==> config.mk <==
export PLATFORM = sky130hd
export DESIGN_NAME = cordic_sched
export DESIGN_NICKNAME = d
export VERILOG_FILES = /design/src/rtl/cordic_pkg.sv /design/src/rtl/cordic_sched_rr_arbiter.sv /design/src/rtl/cordic_sched.sv
export SDC_FILE = /design/constraint.sdc
export NUM_CORES = 1
export LEC_CHECK = 0
export CORE_ASPECT_RATIO = 2
export CORE_MARGIN = 1
export CORE_UTILIZATION = 24
export DETAILED_ROUTE_END_ITERATION = 10
export PLACE_DENSITY = 0.6
export SETUP_SLACK_MARGIN = 0.4
export SLEW_MARGIN = 20
export SYNTH_ARGS = -nofsm -noshare
export SYNTH_HDL_FRONTEND = slang
export SYNTH_SLANG_ARGS = --single-unit
==> constraint.sdc <==
create_clock -name clk -period 3.6 [get_ports clk]
set_input_delay 0.72 -clock clk [delete_from_list [all_inputs] [get_ports clk]]
set_output_delay 0.72 -clock clk [all_outputs]
set_load 0.01 [all_outputs]
==> src/rtl/cordic_pkg.sv <==
// Shared definitions for the CORDIC scheduler slice: data width, FSM encoding
// and the default watchdog limit.
package cordic_pkg;

    localparam int CORDIC_W        = 18;
    localparam int DEFAULT_TIMEOUT = 64;

    typedef enum logic [1:0] {
        IDLE  = 2'd0,
        START = 2'd1,
        BUSY  = 2'd2,
        RESP  = 2'd3
    } sched_state_t;

endpackage

==> src/rtl/cordic_sched_rr_arbiter.sv <==
// Round-robin arbiter: grants the first requester at or after ptr, wrapping
// around, and reports the winner both one-hot and as a binary index.
module rr_arbiter #(
    parameter int N_REQ = 4,
    parameter int PTR_W = $clog2(N_REQ)
) (
    input  logic [N_REQ-1:0] req,
    input  logic [PTR_W-1:0] ptr,
    output logic [N_REQ-1:0] gnt,
    output logic [PTR_W-1:0] idx,
    output logic             hit
);

    logic [PTR_W:0] cand;

    // Walk the requesters starting at ptr and keep the first valid one.
    always_comb begin
        gnt  = '0;
        idx  = '0;
        hit  = 1'b0;
        cand = '0;
        for (int k = 0; k < N_REQ; k++) begin
            cand = {1'b0, ptr} + (PTR_W + 1)'(k);
            if (cand >= (PTR_W + 1)'(N_REQ)) begin
                cand = cand - (PTR_W + 1)'(N_REQ);
            end
            if (!hit && req[cand[PTR_W-1:0]]) begin
                hit                   = 1'b1;
                idx                   = cand[PTR_W-1:0];
                gnt[cand[PTR_W-1:0]]  = 1'b1;
            end
        end
    end

endmodule

==> src/rtl/cordic_sched.sv <==
// Scheduler that shares one iterative CORDIC core among N_REQ requesters:
// round-robin grant, one-cycle start pulse, watchdog on the core, and a
// valid/ready response back to the granted requester.
module cordic_sched
    import cordic_pkg::*;
#(
    parameter int N_REQ   = 4,
    parameter int W       = CORDIC_W,
    parameter int TIMEOUT = DEFAULT_TIMEOUT
) (
    input  logic               clk,
    input  logic               rst,
    input  logic [N_REQ-1:0]   req_valid,
    output logic [N_REQ-1:0]   req_ready,
    input  logic [N_REQ*W-1:0] req_x,
    input  logic [N_REQ*W-1:0] req_y,
    input  logic [N_REQ*W-1:0] req_z,
    output logic [N_REQ-1:0]   rsp_valid,
    input  logic [N_REQ-1:0]   rsp_ready,
    output logic [W-1:0]       rsp_x,
    output logic [W-1:0]       rsp_y,
    output logic [W-1:0]       rsp_z,
    output logic               rsp_err,
    output logic               core_start,
    output logic [W-1:0]       core_x0,
    output logic [W-1:0]       core_y0,
    output logic [W-1:0]       core_z0,
    input  logic               core_done,
    input  logic [W-1:0]       core_xn,
    input  logic [W-1:0]       core_yn,
    input  logic [W-1:0]       core_zn,
    output logic               busy
);

    localparam int                 PTR_W    = $clog2(N_REQ);
    localparam int                 CNT_W    = $clog2(TIMEOUT + 1);
    localparam logic [CNT_W-1:0]   CNT_LAST = CNT_W'(TIMEOUT - 1);
    localparam logic [PTR_W-1:0]   IDX_LAST = PTR_W'(N_REQ - 1);
    localparam logic [N_REQ-1:0]   ONE      = N_REQ'(1);

    sched_state_t       state;
    logic [PTR_W-1:0]   ptr;
    logic [PTR_W-1:0]   gnt_idx;
    logic [CNT_W-1:0]   wd_cnt;

    logic [N_REQ-1:0]   arb_gnt;
    logic [PTR_W-1:0]   arb_idx;
    logic               arb_hit;

    rr_arbiter #(
        .N_REQ (N_REQ),
        .PTR_W (PTR_W)
    ) u_arb (
        .req (req_valid),
        .ptr (ptr),
        .gnt (arb_gnt),
        .idx (arb_idx),
        .hit (arb_hit)
    );

    // The grant is only offered while idle; reset also masks it so every
    // output is low the moment reset is asserted.
    assign req_ready = (rst && state == IDLE) ? arb_gnt : '0;
    assign busy      = (state != IDLE);

    // Main scheduler FSM: grant, start pulse, watchdog wait, response hold.
    always_ff @(posedge clk or negedge rst) begin
        if (!rst) begin
            state      <= IDLE;
            ptr        <= '0;
            gnt_idx    <= '0;
            wd_cnt     <= '0;
            core_start <= 1'b0;
            core_x0    <= '0;
            core_y0    <= '0;
            core_z0    <= '0;
            rsp_valid  <= '0;
            rsp_x      <= '0;
            rsp_y      <= '0;
            rsp_z      <= '0;
            rsp_err    <= 1'b0;
        end else begin
            core_start <= 1'b0;
            case (state)
                IDLE: begin
                    if (arb_hit) begin
                        gnt_idx    <= arb_idx;
                        core_x0    <= req_x[int'(arb_idx)*W +: W];
                        core_y0    <= req_y[int'(arb_idx)*W +: W];
                        core_z0    <= req_z[int'(arb_idx)*W +: W];
                        core_start <= 1'b1;
                        state      <= START;
                    end
                end
                START: begin
                    wd_cnt <= '0;
                    state  <= BUSY;
                end
                BUSY: begin
                    if (core_done) begin
                        rsp_x     <= core_xn;
                        rsp_y     <= core_yn;
                        rsp_z     <= core_zn;
                        rsp_err   <= 1'b0;
                        rsp_valid <= ONE << gnt_idx;
                        state     <= RESP;
                    end else if (wd_cnt == CNT_LAST) begin
                        rsp_x     <= '0;
                        rsp_y     <= '0;
                        rsp_z     <= '0;
                        rsp_err   <= 1'b1;
                        rsp_valid <= ONE << gnt_idx;
                        state     <= RESP;
                    end else begin
                        wd_cnt <= wd_cnt + 1'b1;
                    end
                end
                RESP: begin
                    if (rsp_ready[gnt_idx]) begin
                        rsp_valid <= '0;
                        ptr       <= (gnt_idx == IDX_LAST) ? '0 : gnt_idx + 1'b1;
                        state     <= IDLE;
                    end
                end
                default: state <= IDLE;
            endcase
        end
    end

endmodule
* Yosys cells after proc, flatten, opt, wreduce, memory -nomap -nowiden
Index checks and enable logic that the tools add are counted.
** Word-level totals
- Register bits :: 127
- Bits of input ports :: 281
- Logic and storage cells :: 131
** Operators by class
- Add/sub/neg operators :: 9
- $mul :: 1
- Magnitude comparators :: 13
- Eq/ne operators :: 10
- Shifts and indexed selects :: 4
- Mux-type cells :: 56
- Bitwise logic cells :: 3
- Reductions and logical operators :: 22
** Operators with widths (number)
- indexed part select 72 x 32 -> 18 bit :: 2
- 2-to-1 mux 18 bit :: 4
- indexed part select 72 x 8 -> 18 bit :: 1
- 2-to-1 mux 4 bit :: 8
- 2-to-1 mux 2 bit :: 13
- 2-to-1 mux 1 bit :: 17
- < comparator 2 x 3 -> 1 bit (second input constant) :: 5
- 2-to-1 mux 7 bit :: 2
- one-hot mux 7 bit (2 select lines) :: 1
- OR 4 bit :: 3
- binary-select mux 1 bit (select 2 bit) :: 5
- greater-or-equal comparator 3 bit (second input constant) :: 3
- AND reduction 3 bit :: 3
- demux 1 bit (select 2 bit) :: 4
- greater-or-equal comparator 2 x 1 -> 1 bit (second input constant) :: 4
- logical AND 1 bit :: 8
- != test 2 bit (second input constant) :: 4
- one-hot mux 2 bit (4 select lines) :: 1
- one-hot mux 4 bit (2 select lines) :: 1
- nonzero test 2 bit :: 4
- subtractor 2 x 1 -> 2 bit (second input constant) :: 4
- adder 7 x 1 -> 7 bit (second input constant) :: 1
- == test 7 x 6 -> 1 bit (second input constant) :: 1
- adder 2 x 2 -> 3 bit (second input constant) :: 2
- other kinds (11) :: 17

* Longest topological paths before layout
- Depth after elaboration :: 16
- Gate-level depth with buffers :: 13
- Depth with buffers taken out :: 8

* Modules after synthesis
From an unflattened synthesis, not the netlist that was laid out.
** Second synthesis, totals
- Cell total of the unflattened synthesis :: 451
- Area total of the unflattened synthesis :: 6651.4 um^2
** By module, submodules not included
- cordic_sched :: times used 1, cells each 406, area each 6229.7 um^2, sequential area each 3178.0 um^2
- rr_arbiter :: times used 1, cells each 45, area each 421.7 um^2, sequential area each 0.0 um^2

* Worst setup path before layout
OpenSTA, ideal clock, no wires.
- Path kind :: flip-flop to output port
- Start point :: register ptr[0]
- End point :: output port req_ready[0]
- Arrival :: 2.146 ns
- Path slack :: 0.734 ns
- Cell stages (with the launch flop) :: 11
- Buffers on the path :: 2
- Cell sequence :: dfrtp_1 > buf_4 > inv_1 > ha_1 > buf_4 > or3b_1 > a21oi_1 > o21ai_1 > nand2_1 > a221oi_1 > nor2_1
** On the way
- Word-level cells in the longest chain between the ends :: 15
** Ends and longest elaborated chain
- start: declaration :: line cordic_sched.sv:42 : logic [PTR_W-1:0] ptr;
- start signal: assignment :: line cordic_sched.sv:121 : ptr <= (gnt_idx == IDX_LAST) ? '0 : gnt_idx + 1'b1;
- parallel branches: the longest is 13 deep, another holds adder 2 x 1 -> 3 bit
- 2-to-1 mux 4 bit * :: line cordic_sched_rr_arbiter.sv:27 : if (!hit && req[cand[PTR_W-1:0]]) begin
- 2-to-1 mux 4 bit * :: line cordic_sched.sv:63 : assign req_ready = (rst && state == IDLE) ? arb_gnt : '0;
- end: declaration :: line cordic_sched.sv:14 : output logic [N_REQ-1:0] req_ready,
Mark *: on every way between the ends. The select of a mux whose other input is x is not followed.

* Worst setup path after layout
- Start point :: input port req_valid[2]
- End point :: output port req_ready[3]
** On the way
- Word-level cells in the longest chain between the ends :: 13
** Ends and longest elaborated chain
- start: declaration :: line cordic_sched.sv:13 : input logic [N_REQ-1:0] req_valid,
- binary-select mux 1 bit (select 2 bit) :: line cordic_sched_rr_arbiter.sv:27
- 2-to-1 mux 1 bit (not written as such) :: line cordic_sched_rr_arbiter.sv:27
- 2-to-1 mux 1 bit :: line cordic_sched_rr_arbiter.sv:27
- zero test 1 bit :: line cordic_sched_rr_arbiter.sv:27
- logical AND 1 bit :: line cordic_sched_rr_arbiter.sv:27
- 2-to-1 mux 1 bit :: line cordic_sched_rr_arbiter.sv:27
- zero test 1 bit :: line cordic_sched_rr_arbiter.sv:27
- logical AND 1 bit :: line cordic_sched_rr_arbiter.sv:27
- 2-to-1 mux 1 bit :: line cordic_sched_rr_arbiter.sv:27
- zero test 1 bit :: line cordic_sched_rr_arbiter.sv:27
- logical AND 1 bit :: line cordic_sched_rr_arbiter.sv:27
- 2-to-1 mux 4 bit * :: line cordic_sched_rr_arbiter.sv:27
- 2-to-1 mux 4 bit * :: line cordic_sched.sv:63
Mark *: on every way between the ends. The rest lies on a longest branch, timed or not. The select of a mux whose other input is x is not followed.

==> run_results.csv <==
group,metric,value,unit
clock_network,clkTransAtPathRegs,0.06,ns
timing,final.setup.tns,0,ns
final_layout,fin_cells,1364,
floorplan,rows,88,
clock_network,cts-root-buf,"clkbuf_16",
final_layout,n_fill_cell,2772,
floorplan,core-area,28800,µm²
routing,drt-pass1-iter-count,4,
clock_network,cts_inserted_buffers,17,
logic_synthesis,netlist_instances,581,
critical_path,cp-start-kind,"primary input",
critical_path,critPathCaptureType,"output port",
logic_synthesis,syn-cell-area,7050,µm²
run,max-cap-violations,0,
critical_path,crit_type,"primary input to output port",
critical_path,arrival,2.46,ns
placement,placedCellCount,1323,
logic_synthesis,avgSynthCellArea,12.1,µm²
floorplan,dieHeight,244,µm
power_and_ir_drop,net-switching-power,0.00397,W
final_layout,area_delta_synth_final,72.8,%
floorplan,die-area,30100,µm²
routing,drt_iter0_drc,178,
routing,drc,0,
routing,drt.antenna.violating_nets,0,
min_path,hold_path_class,"primary input to asynchronous set/reset pin",
logic_synthesis,synth_most_common_cell,"dfrtp_1",
routing,vias,6454,
timing,fin_crit_sh,88.4,%
timing,min_period,3.18,ns
critical_path,critPathMaxFanout,5,
final_layout,drive_gt1_share,14.5,%
power_and_ir_drop,ir_worst_vdd,0.000421,V
timing,fmax,314,MHz
critical_path,cp.required,2.88,ns
logic_synthesis,synth_edf_count,0,
power_and_ir_drop,combPwrFrac,58.2,%
final_layout,finalNetCount,1289,
global_routing,grt_pass1_vias,6911,
logic_synthesis,async_reset_ff_share,100,%
power_and_ir_drop,intPower,0.00635,W
clock_network,htree_levels,4,
timing,slew_headroom,53.2,%
clock_network,clk_path_buf_depth,2,
placement,dp_hpwl,20400,µm
power_and_ir_drop,p_leak,5.08,nW
routing,wirelength,26700,µm
power_and_ir_drop,clock_power_share,17.6,%
floorplan,ios,400,
logic_synthesis,synth-main-ff-cell,"dfrtp_1",
power_and_ir_drop,p_seq_share,24.1,%
floorplan,die_w,123,µm
logic_synthesis,synth_area_leaders,"dfrtp_1 (45%), mux2i_1 (16%), o221ai_2 (11%), a22o_1 (6.7%), nand2_1 (3.5%)",
critical_path,reg2regPathDepth,11,
clock_network,clk_latency,0.44,ns
routing,wire_per_inst,19.6,µm
timing,skew,0.00993,ns
power_and_ir_drop,cellPowerDensity,847,nW/µm²
timing,finalSetupViolCount,0,
logic_synthesis,yosys-top-cells-count,"dfrtp_1 (127), mux2i_1 (112), nand2_1 (65)",
clock_network,tritoncts,"built",
global_routing,grt_max_degree,55,
logic_synthesis,syn-num-nets,879,
clock_network,holdBufCountCts,0,
final_layout,antenna_cells,0,
timing,rsz0062_at_grt,"true",
placement,portBuffers,399,
timing,slew_violations,0,
power_and_ir_drop,swShare,38.4,%
global_routing,grt_overflow,0,
routing,via_per_inst,4.73,
logic_synthesis,yosysSeqAreaShare,45.1,%
clock_network,cts.sinks,127,
logic_synthesis,ys.warnings.count,0,
global_routing,grt_pass1_wl,39800,µm
timing,hold_violations,0,
logic_synthesis,synth_top_area_share,45.1,%
floorplan,start_util,24.4,%
timing,worst_pin_slew,0.702,ns
global_routing,grt_use_total,18.0,%
logic_synthesis,ys_types,50,
logic_synthesis,synth_area_leader_cell,"dfrtp_1",
run_status,status,"completed",
global_routing,antenna_found_initial,1,
logic_synthesis,ys_ff_latch,127,
placement,place.gp.congestion,0.834,
-- final cells by class --
cell class / instances / area, µm² / share of cell area, %
inverters: 17 / 63.8 / 0.524
well taps: 360 / 450 / 3.70
multi-input cells: 388 / 3520 / 28.9
clock inverters: 14 / 183 / 1.50
flip-flops and latches: 127 / 3180 / 26.1
clock buffers: 18 / 429 / 3.52
repair buffers: 440 / 4360 / 35.8
-- flip-flops by register name, summed over array words and instances (netlist names) --
name,count
core_y0,18
rsp_y,18
rsp_err,1
rsp_z,18
state,2
core_z0,18
gnt_idx,2
rsp_valid,4
rsp_x,18
core_x0,18
core_start,1
wd_cnt,7
ptr,2
-- through the flow --
step	hold slack [ns]	util (%)	instance area (µm²)	power (W)	worst slack, ns
after floorplan	0.424	-	7050	0.00596	0.734
after global placement	0.467	39.8	11500	0.00838	0.0566
after detailed placement	0.472	39.8	11500	0.00843	0.00284
after CTS	0.355	42.2	12200	0.0105	0.407
after global routing	0.378	42.2	12200	0.0110	0.324
final	0.364	42.2	12200	0.0103	0.417
-- cells by family after synthesis --
family / share of synthesized area (%)
buffers and inverters: 6.03
AOI/OAI and AO/OA: 21.5
DFF: 45.1
muxes: 17.2
and+or+nand+nor: 6.98
xor gates and xnor gates: 0.249
adders and majority gates: 3.02
-- final timing paths --
path                                        start                 endpoint  slack [ns]
setup / recovery                     req_valid[2]             req_ready[3]        0.42
hold / removal                                rst    rsp_x[13]$_DFFE_PN0P_        0.36
setup reg to reg               ptr[1]$_DFFE_PN0P_  core_y0[15]$_DFFE_PN0P_        0.73
hold reg to reg            core_y0[8]$_DFFE_PN0P_   core_y0[8]$_DFFE_PN0P_        0.49
max in group asynchronous                     rst     core_start$_DFF_PN0_        2.18
min in group clk           core_y0[8]$_DFFE_PN0P_   core_y0[8]$_DFFE_PN0P_        0.49
-- what timing repair did --
item	4_1_cts	5_1_grt
resized for setup	23	4
gates cloned	0	0
endpoints found under the setup margin	4	4
buffers inserted	7	2
pin swaps	2	1
-- cell usage in the layout, fill, tap and decap left out, types with 16 or more instances in the layout --
cell type | synthesis | final
a22o_1 | 54 | 54
buf_4 | 12 | 34
clkbuf_16 | 0 | 17
clkdlybuf4s50_1 | 0 | 390
dfrtp_1 | 127 | 127
ha_1 | 17 | 16
mux2i_1 | 112 | 112
nand2_1 | 65 | 64
o221ai_2 | 50 | 50
-- power groups by stage --
stage / clock (W) / combinational, W / sequential (W)
after floorplan: 0 / 0.00321 / 0.00275
after global placement: 0 / 0.00589 / 0.00249
after detailed placement: 0 / 0.00595 / 0.00248
after CTS: 0.00189 / 0.00609 / 0.00249
after global routing: 0.00196 / 0.00647 / 0.00258
final: 0.00182 / 0.00601 / 0.00249
-- layer usage --
metal	share of wire (%)	global-route usage, %	up-vias
met1	33	17.5	3088
met3	8.0	4.87	45
li1	-	-	3017
met5	0.049	0	-
met4	2.8	8.19	2
met2	56	34.2	302
-- critical path: stages --
cell             delay [ns]
dlygate4sd2_1          0.28
mux4_2                 0.52
buf_4                  0.18
nor2b_4                0.17
a22oi_2                0.07
nor2_1                 0.12
a221oi_1               0.06
nor2_1                 0.09
clkdlybuf4s15_1        0.25
Note: power is estimated with default switching activity, not from simulation.
